<file path="config.mk">
export PLATFORM = sky130hd
export DESIGN_NAME = masked_operand_sharer_flat
export DESIGN_NICKNAME = d
export VERILOG_FILES = /design/src/rtl/masked_operand_sharer_if.sv /design/src/rtl/masked_operand_sharer.sv /design/src/flat_wrapper.sv
export SDC_FILE = /design/constraint.sdc
export NUM_CORES = 1
export LEC_CHECK = 0
export ABC_CLOCK_PERIOD_IN_PS = 3300
export CORE_MARGIN = 3
export CORE_UTILIZATION = 45
export CTS_BUF_LIST = sky130_fd_sc_hd__clkbuf_8
export CTS_CLUSTER_DIAMETER = 80
export DETAILED_ROUTE_END_ITERATION = 10
export PLACE_DENSITY = 0.82
export SETUP_SLACK_MARGIN = 0.1
export SYNTH_ARGS = -nofsm -noshare
export SYNTH_HDL_FRONTEND = slang
export SYNTH_SLANG_ARGS = --single-unit
</file>
<file path="constraint.sdc">
create_clock -name clk -period 3.3 [get_ports clk]
set_clock_uncertainty 0.2 [all_clocks]
set_input_delay 0.495 -clock clk [delete_from_list [all_inputs] [get_ports clk]]
set_output_delay 0.495 -clock clk [all_outputs]
set_load 0.02 [all_outputs]
</file>
<file path="src/rtl/masked_operand_sharer_if.sv">
// Handshake and share bus between an operand producer, the sharer and the downstream masked adder.
interface masked_operand_sharer_if #(
    parameter int WIDTH   = 64,
    parameter int NSHARES = 3
);
    logic                       in_valid;
    logic                       in_ready;
    logic [WIDTH-1:0]           in_a;
    logic [WIDTH-1:0]           in_b;
    logic                       in_cin;
    logic                       seed_load;
    logic [WIDTH-1:0]           seed_a;
    logic [WIDTH-1:0]           seed_b;
    logic                       out_valid;
    logic                       out_ready;
    logic [NSHARES*WIDTH-1:0]   a_shares;
    logic [NSHARES*WIDTH-1:0]   b_shares;
    logic [NSHARES-1:0]         cin_shares;

    modport slave (
        input  in_valid, in_a, in_b, in_cin, seed_load, seed_a, seed_b, out_ready,
        output in_ready, out_valid, a_shares, b_shares, cin_shares
    );

    modport master (
        output in_valid, in_a, in_b, in_cin, seed_load, seed_a, seed_b, out_ready,
        input  in_ready, out_valid, a_shares, b_shares, cin_shares
    );
endinterface

</file>
<file path="src/rtl/masked_operand_sharer.sv">
// Splits plain operands a, b and carry-in into NSHARES Boolean shares: NSHARES-1 random
// shares drawn from two Galois LFSRs, the last share being the running XOR residue.
module masked_operand_sharer #(
    parameter int          WIDTH   = 64,
    parameter int          NSHARES = 3,
    parameter logic [63:0] SEED_A  = 64'h0123_4567_89AB_CDEF,
    parameter logic [63:0] SEED_B  = 64'hFEDC_BA98_7654_3211,
    parameter logic [63:0] POLY    = 64'hD800_0000_0000_0000
) (
    input  logic                    clk,
    input  logic                    rst_n,
    masked_operand_sharer_if.slave  bus
);
    localparam int KW = (NSHARES > 2) ? $clog2(NSHARES - 1) : 1;
    localparam logic [KW-1:0]    K_LAST   = KW'(NSHARES - 2);
    localparam logic [WIDTH-1:0] SEED_A_W = SEED_A[WIDTH-1:0];
    localparam logic [WIDTH-1:0] SEED_B_W = SEED_B[WIDTH-1:0];
    localparam logic [WIDTH-1:0] POLY_W   = POLY[WIDTH-1:0];

    typedef enum logic [1:0] {IDLE, GEN, DONE} state_t;

    state_t            state_reg, state_next;
    logic [WIDTH-1:0]  lfsr_a_reg, lfsr_b_reg;
    logic [WIDTH-1:0]  acc_a_reg, acc_b_reg;
    logic              acc_c_reg;
    logic [KW-1:0]     k_reg;

    logic [WIDTH-1:0]  acc_a_next, acc_b_next;
    logic              acc_c_next;
    logic              cin_rnd;
    logic              last_share;

    function automatic logic [WIDTH-1:0] galois_step(input logic [WIDTH-1:0] s);
        return (s >> 1) ^ (s[0] ? POLY_W : '0);
    endfunction

    assign cin_rnd    = lfsr_a_reg[0] ^ lfsr_b_reg[WIDTH-1];
    assign acc_a_next = acc_a_reg ^ lfsr_a_reg;
    assign acc_b_next = acc_b_reg ^ lfsr_b_reg;
    assign acc_c_next = acc_c_reg ^ cin_rnd;
    assign last_share = (state_reg == GEN) && (k_reg == K_LAST);

    assign bus.in_ready  = (state_reg == IDLE);
    assign bus.out_valid = (state_reg == DONE);

    always_ff @(posedge clk or negedge rst_n) begin
        if (!rst_n) begin
            state_reg <= IDLE;
        end else begin
            state_reg <= state_next;
        end
    end

    always_comb begin
        state_next = state_reg;
        case (state_reg)
            IDLE:    if (bus.in_valid)  state_next = GEN;
            GEN:     if (last_share)    state_next = DONE;
            DONE:    if (bus.out_ready) state_next = IDLE;
            default: state_next = IDLE;
        endcase
    end

    // Seeds are loaded before the operand capture on the same edge, so an operand
    // accepted together with seed_load is masked with the fresh seed.
    always_ff @(posedge clk or negedge rst_n) begin
        if (!rst_n) begin
            lfsr_a_reg <= SEED_A_W;
            lfsr_b_reg <= SEED_B_W;
            acc_a_reg  <= '0;
            acc_b_reg  <= '0;
            acc_c_reg  <= 1'b0;
            k_reg      <= '0;
        end else begin
            case (state_reg)
                IDLE: begin
                    if (bus.seed_load) begin
                        lfsr_a_reg <= (bus.seed_a == '0) ? SEED_A_W : bus.seed_a;
                        lfsr_b_reg <= (bus.seed_b == '0) ? SEED_B_W : bus.seed_b;
                    end
                    if (bus.in_valid) begin
                        acc_a_reg <= bus.in_a;
                        acc_b_reg <= bus.in_b;
                        acc_c_reg <= bus.in_cin;
                        k_reg     <= '0;
                    end
                end
                GEN: begin
                    acc_a_reg  <= acc_a_next;
                    acc_b_reg  <= acc_b_next;
                    acc_c_reg  <= acc_c_next;
                    lfsr_a_reg <= galois_step(lfsr_a_reg);
                    lfsr_b_reg <= galois_step(lfsr_b_reg);
                    k_reg      <= k_reg + KW'(1);
                end
                default: ;
            endcase
        end
    end

    genvar gi;
    generate
        for (gi = 0; gi < NSHARES; gi++) begin : g_share
            logic [WIDTH-1:0] a_share_reg, b_share_reg;
            logic             c_share_reg;
            logic             share_we;
            logic [WIDTH-1:0] a_share_d, b_share_d;
            logic             c_share_d;

            if (gi < NSHARES - 1) begin : g_rnd
                assign share_we  = (state_reg == GEN) && (k_reg == KW'(gi));
                assign a_share_d = lfsr_a_reg;
                assign b_share_d = lfsr_b_reg;
                assign c_share_d = cin_rnd;
            end else begin : g_residue
                // Final share is the accumulator after absorbing the last random share.
                assign share_we  = last_share;
                assign a_share_d = acc_a_next;
                assign b_share_d = acc_b_next;
                assign c_share_d = acc_c_next;
            end

            always_ff @(posedge clk or negedge rst_n) begin
                if (!rst_n) begin
                    a_share_reg <= '0;
                    b_share_reg <= '0;
                    c_share_reg <= 1'b0;
                end else if (share_we) begin
                    a_share_reg <= a_share_d;
                    b_share_reg <= b_share_d;
                    c_share_reg <= c_share_d;
                end
            end

            assign bus.a_shares[gi*WIDTH +: WIDTH] = a_share_reg;
            assign bus.b_shares[gi*WIDTH +: WIDTH] = b_share_reg;
            assign bus.cin_shares[gi]              = c_share_reg;
        end
    endgenerate
endmodule
</file>
<file path="src/flat_wrapper.sv">
// flat-port wrapper written by rule: the top's interface ports become plain ports
module masked_operand_sharer_flat 
#(
    parameter int          WIDTH   = 64,
    parameter int          NSHARES = 3,
    parameter logic [63:0] SEED_A  = 64'h0123_4567_89AB_CDEF,
    parameter logic [63:0] SEED_B  = 64'hFEDC_BA98_7654_3211,
    parameter logic [63:0] POLY    = 64'hD800_0000_0000_0000
)
  (clk, rst_n, bus_in_valid, bus_in_a, bus_in_b, bus_in_cin, bus_seed_load, bus_seed_a, bus_seed_b, bus_out_ready, bus_in_ready, bus_out_valid, bus_a_shares, bus_b_shares, bus_cin_shares);
  masked_operand_sharer_if #(.WIDTH(WIDTH), .NSHARES(NSHARES)) bus_i ();
  input  logic clk;
  input  logic rst_n;
  input wire logic [$bits(bus_i.in_valid)-1:0] bus_in_valid;
  input wire logic [$bits(bus_i.in_a)-1:0] bus_in_a;
  input wire logic [$bits(bus_i.in_b)-1:0] bus_in_b;
  input wire logic [$bits(bus_i.in_cin)-1:0] bus_in_cin;
  input wire logic [$bits(bus_i.seed_load)-1:0] bus_seed_load;
  input wire logic [$bits(bus_i.seed_a)-1:0] bus_seed_a;
  input wire logic [$bits(bus_i.seed_b)-1:0] bus_seed_b;
  input wire logic [$bits(bus_i.out_ready)-1:0] bus_out_ready;
  output wire logic [$bits(bus_i.in_ready)-1:0] bus_in_ready;
  output wire logic [$bits(bus_i.out_valid)-1:0] bus_out_valid;
  output wire logic [$bits(bus_i.a_shares)-1:0] bus_a_shares;
  output wire logic [$bits(bus_i.b_shares)-1:0] bus_b_shares;
  output wire logic [$bits(bus_i.cin_shares)-1:0] bus_cin_shares;
  assign bus_i.in_valid = bus_in_valid;
  assign bus_i.in_a = bus_in_a;
  assign bus_i.in_b = bus_in_b;
  assign bus_i.in_cin = bus_in_cin;
  assign bus_i.seed_load = bus_seed_load;
  assign bus_i.seed_a = bus_seed_a;
  assign bus_i.seed_b = bus_seed_b;
  assign bus_i.out_ready = bus_out_ready;
  assign bus_in_ready = bus_i.in_ready;
  assign bus_out_valid = bus_i.out_valid;
  assign bus_a_shares = bus_i.a_shares;
  assign bus_b_shares = bus_i.b_shares;
  assign bus_cin_shares = bus_i.cin_shares;
  masked_operand_sharer #(.WIDTH(WIDTH), .NSHARES(NSHARES), .SEED_A(SEED_A), .SEED_B(SEED_B), .POLY(POLY)) u_core (.clk(clk), .rst_n(rst_n), .bus(bus_i));
endmodule
</file>
After elaboration in Yosys (flattened, before gate mapping). Index checks and enable logic that the tools add are counted.

$add $sub $neg: 1. Eq/ne operators: 6. Muxes and demuxes: 20. Bitwise operators: 7. Reduce and logical (&&, ||, !) cells: 9.

Operators by type and width (number): $mux W64 (8); $pmux W64 S2 (4); $logic_not A64 Y1 (2); $xor A63 B64 Y64 (2); $xor A64 B64 Y64 (2); $mux W2 (3); $ne A2 B2 Y1 const B (3); $pmux W2 S3 (1); $pmux W1 S2 (2); $reduce_and A2 Y1 (2); $reduce_and A3 Y1 (1); $eq A2 B1 Y1 const B (1); $eq A2 B2 Y1 const B (1); $logic_and A1 B1 Y1 (2); $logic_not A2 Y1 (1); $mux W1 (2); $ne A2 B1 Y1 const B (1); $reduce_bool A2 Y1 (1); $xor A1 B1 Y1 (2); $add A1 B1 Y1 const B (1); $not A1 Y1 (1).

Bits in registers: 647. Input bits: 262. Output and inout bits: 389. Logic and storage cells: 59.

Longest topological paths before layout.
Word-level depth: 4. Depth in mapped cells: 8. Gate-level depth less buffers: 4.

Least setup slack after synthesis. OpenSTA, ideal clock, no wires.

Path kind: input to register. From: in bus_seed_b[35]. To: reg u_core.lfsr_b_reg[12], in the netlist u_core.g_share[0].b_share_d[12]. Arrival: 1.767 ns. Required time: 3.032 ns. Slack: 1.264 ns. Stages on the path: 6. Path buffers: 2. Cell sequence: nor4_1 > nand4_1 > or4_1 > buf_6 > buf_12 > a21oi_2.

Cells in the longest elaborated chain, start to end: 4.

RTL lines: start: declaration (line flat_wrapper.sv:20) `input wire logic [$bits(bus_i.seed_b)-1:0] bus_seed_b;`; $logic_not A64 Y1 (line masked_operand_sharer.sv:79) `lfsr_b_reg <= (bus.seed_b == '0) ? SEED_B_W : bus.seed_b;`; $mux W64 (line masked_operand_sharer.sv:79); $mux W64 (line masked_operand_sharer.sv:77) `if (bus.seed_load) begin`; $pmux W64 S2 (line masked_operand_sharer.sv:75) `case (state_reg)`; end signal: assignment (line masked_operand_sharer.sv:79); end signal: assignment (line masked_operand_sharer.sv:93) `lfsr_b_reg <= galois_step(lfsr_b_reg);`; end: declaration (line masked_operand_sharer.sv:23) `logic [WIDTH-1:0] lfsr_a_reg, lfsr_b_reg;`.

No other way between the ends. The select of a mux whose other input is x is not followed. A chain may end at the register's enable or synchronous reset.

Worst setup path after layout.
From: reg u_core.state_reg[0]. To: out bus_out_valid.

Cells in the longest elaborated chain, start to end: 1.

RTL lines: start: declaration (line masked_operand_sharer.sv:22) `state_t state_reg, state_next;`; start signal: assignment (line masked_operand_sharer.sv:50) `state_reg <= state_next;`; $eq A2 B2 Y1 (line masked_operand_sharer.sv:44) `assign bus.out_valid = (state_reg == DONE);`; end: declaration (line flat_wrapper.sv:23) `output wire logic [$bits(bus_i.out_valid)-1:0] bus_out_valid;`.

No other way between the ends.

==> flow_summary.toml <==
[grt]
antenna_found_initial = 22
track_usage_pct = 29.6
grt.overflow.total = 0
grt_max_degree = 123
first_global_vias = 24200
grt_pass1_wl_um = 151000

[floorplan]
die_h_um = 257
fp-row-count = 91
start_util_pct = 45.7
die-area_sq_um = 66000
ioPinCount = 651
die_w_um = 257
core_sq_um = 61900

[yosys]
synth_top_area_share_pct = 51.4
synth_edf_count = 0
synth-seq-area-share_pct = 57.5
syn_avg_cell_area_sq_um = 11.8
synth_area_leader_cell = "dfrtp_1"
ys_top_cells_by_area = "dfrtp_1 (51%), mux2_2 (10%), dfstp_2 (6.0%)"
netlist_instances = 2401
yosysUniqueCellTypes = 34
ys_warn_count = 0
ys_dominant_reg_cell = "dfrtp_1"
synth_area_sq_um = 28300
synthArstFlopShare_pct = 100
synth-seq-cells = 647
synth_nets = 2663

[power_and_ir_drop]
finalPower_mw = 46.5
ir_drop_uv = 816
p_sw_share_pct = 41.6
power_switching_mw = 19.3
clock_power_share_pct = 16.2
p_leak_nw = 15.6
pwr-share-seq_pct = 36.1
p_per_area_nw_per_um2 = 1220
p_int_mw = 27.1
combPwrFrac_pct = 47.8

[routing]
routed_wl_um = 100000
via_count = 23500
ant_nets = 0
dr.pass1.iters = 6
top_layer = "met5"
wl_met2_um = 46700
drtIter0Drc = 2191
wl_per_cell_um = 25.2
met1Wirelength_um = 38400
viasPerCell = 5.92
drc = 0
wl_met3_um = 7930

[setup_path]
crit_fanout = 22
setup.worst_path.end = "bus_out_valid"
worstPathArrival_ns = 2.28
path_class = "reg2out"
end_kind = "output pin"
reg2reg_slack_ns = 0.58
cp-start-kind = "flip-flop"
required_ns = 2.60
r2r_start = "u_core.state_reg[1]"
r2r-end = "u_core.g_share[0].a_share_d[44]"
crit_start = "u_core.state_reg[0]"
reg2reg_depth = 4

[final_layout]
multi_input_area_sq_um = 11200
nets = 3280
area_growth_pct = 34.8
layout_common_cells = "clkdlybuf4s50_1 (648), dfrtp_1 (580), o21ai_0 (321), mux2_2 (256), nand2_1 (185)"
register_area_sq_um = 16300
post-route-util_pct = 61.7
fillers = 4733
drive_gt1_share_pct = 20.1
final_common_cell = "clkdlybuf4s50_1"

[status]
outcome = "finished, final reports clean"

[timing]
worst_slew_pin_slew_ns = 1.28
min_period_over_period_pct = 90.2
rsz0062_at_grt = "no"
setup_viol = 0
hold_viol_final = 0
relSlewSlack_pct = 14.3
drv_slew = 0
fin_crit_ns = 2.98
fmax_mhz = 336
fin_ws_ns = 0.323

[cts]
numCtsBuffers = 106
clk_pin_slew_ns = 0.07
cts_setup_buffers = 0
clock-root-buffer = "clkbuf_8"
ctsHoldBuffers = 1
post_cts_resized = 0
clock_path_buffers = 3
cts_tree = "built"
cts_sinks = 647
htree_levels = 3
worstSkewPairLatency_ns = 0.71

[placed_design]
routabilityCongestion = 0.940
port_buffers = 650
hpwl_um = 69000
place_ws_ns = -0.0627

[run]
cap_violations = 0

[worst_hold_path]
hp-class = "in2reg"
[metal layers]
metal / up-vias / global-route usage, %
li1: 9963 / -
met1: 11900 / 37.3
met2: 1243 / 46.5
met3: 339 / 6.58
met4: 6 / 18.9
met5: - / 0
[final cells by class]
class | instances | share of cell area [%]
diodes | 23 | 0.151
clock buffers | 139 | 5.01
clock inverters | 58 | 1.07
inverters | 1 | 0.00983
multi-input cells | 1552 | 29.3
flip-flops and latches | 647 | 42.6
well taps | 837 | 2.74
repair buffers | 710 | 19.1
[cell families after synthesis]
kind of cell              share of synthesized area, %
AOI/OAI and AO/OA                                 15.2
DFF                                               57.5
and+or+nand+nor                                   9.62
muxes                                             10.2
buffers and inverters                             3.28
xor gates and xnor gates                          4.21
[per-stage QoR]
stage          cells  TNS [ns]  area [sq um]  hold slack, ns
2_1_floorplan   2401         0         28300       -0.000591
3_3_place_gp    3746         0         35800           0.260
3_5_place_dp    3746    -0.644         35800           0.270
4_1_cts         3944         0         38100          0.0753
5_1_grt         3963         0         38200           0.120
6_report        3967         0         38200           0.169
[critical path, cell delays in order, from the launching register on]
cell	delay [ns]
dfrtp_4	0.65
nand2b_1	0.23
inv_1	0.07
clkdlybuf4s50_1	0.64
[power by group through the flow]
stage	clock [mW]	sequential, mW	combinational (mW)
global placement	0	16.4	21.4
floorplan	0	17.8	10.9
global route	7.99	17.2	23.7
detailed placement	0	16.7	22.1
CTS	7.64	16.6	22.2
finish	7.52	16.7	22.2
[worst min path at each step]
stage	start	to	slack, ns	cells past startpoint
floorplan	rst_n	u_core.acc_a_reg[0]	-0.0006	0
global placement	u_core.g_share[2].a_share_reg[4]	u_core.g_share[2].a_share_reg[4]	0.26	2
detailed placement	u_core.g_share[2].b_share_reg[14]	u_core.g_share[2].b_share_reg[14]	0.27	2
CTS	bus_out_ready	u_core.state_reg[1]	0.08	2
global route	bus_out_ready	u_core.state_reg[1]	0.12	2
finish	bus_out_ready	u_core.state_reg[1]	0.17	2
[cells in the mapped netlist (60+ instances only)]
| cell | n |
|---|---|
| dfrtp_1 | 582 |
| o21ai_0 | 321 |
| mux2_2 | 256 |
| nand2_1 | 188 |
| xnor2_1 | 133 |
| a221o_1 | 128 |
| nor3b_1 | 125 |
| clkbuf_1 | 116 |
| nor2_1 | 75 |
| a21oi_1 | 72 |
| buf_2 | 65 |
| dfstp_2 | 65 |
| o22ai_1 | 65 |
| a21oi_2 | 60 |
(Power assumes the default switching activity.)
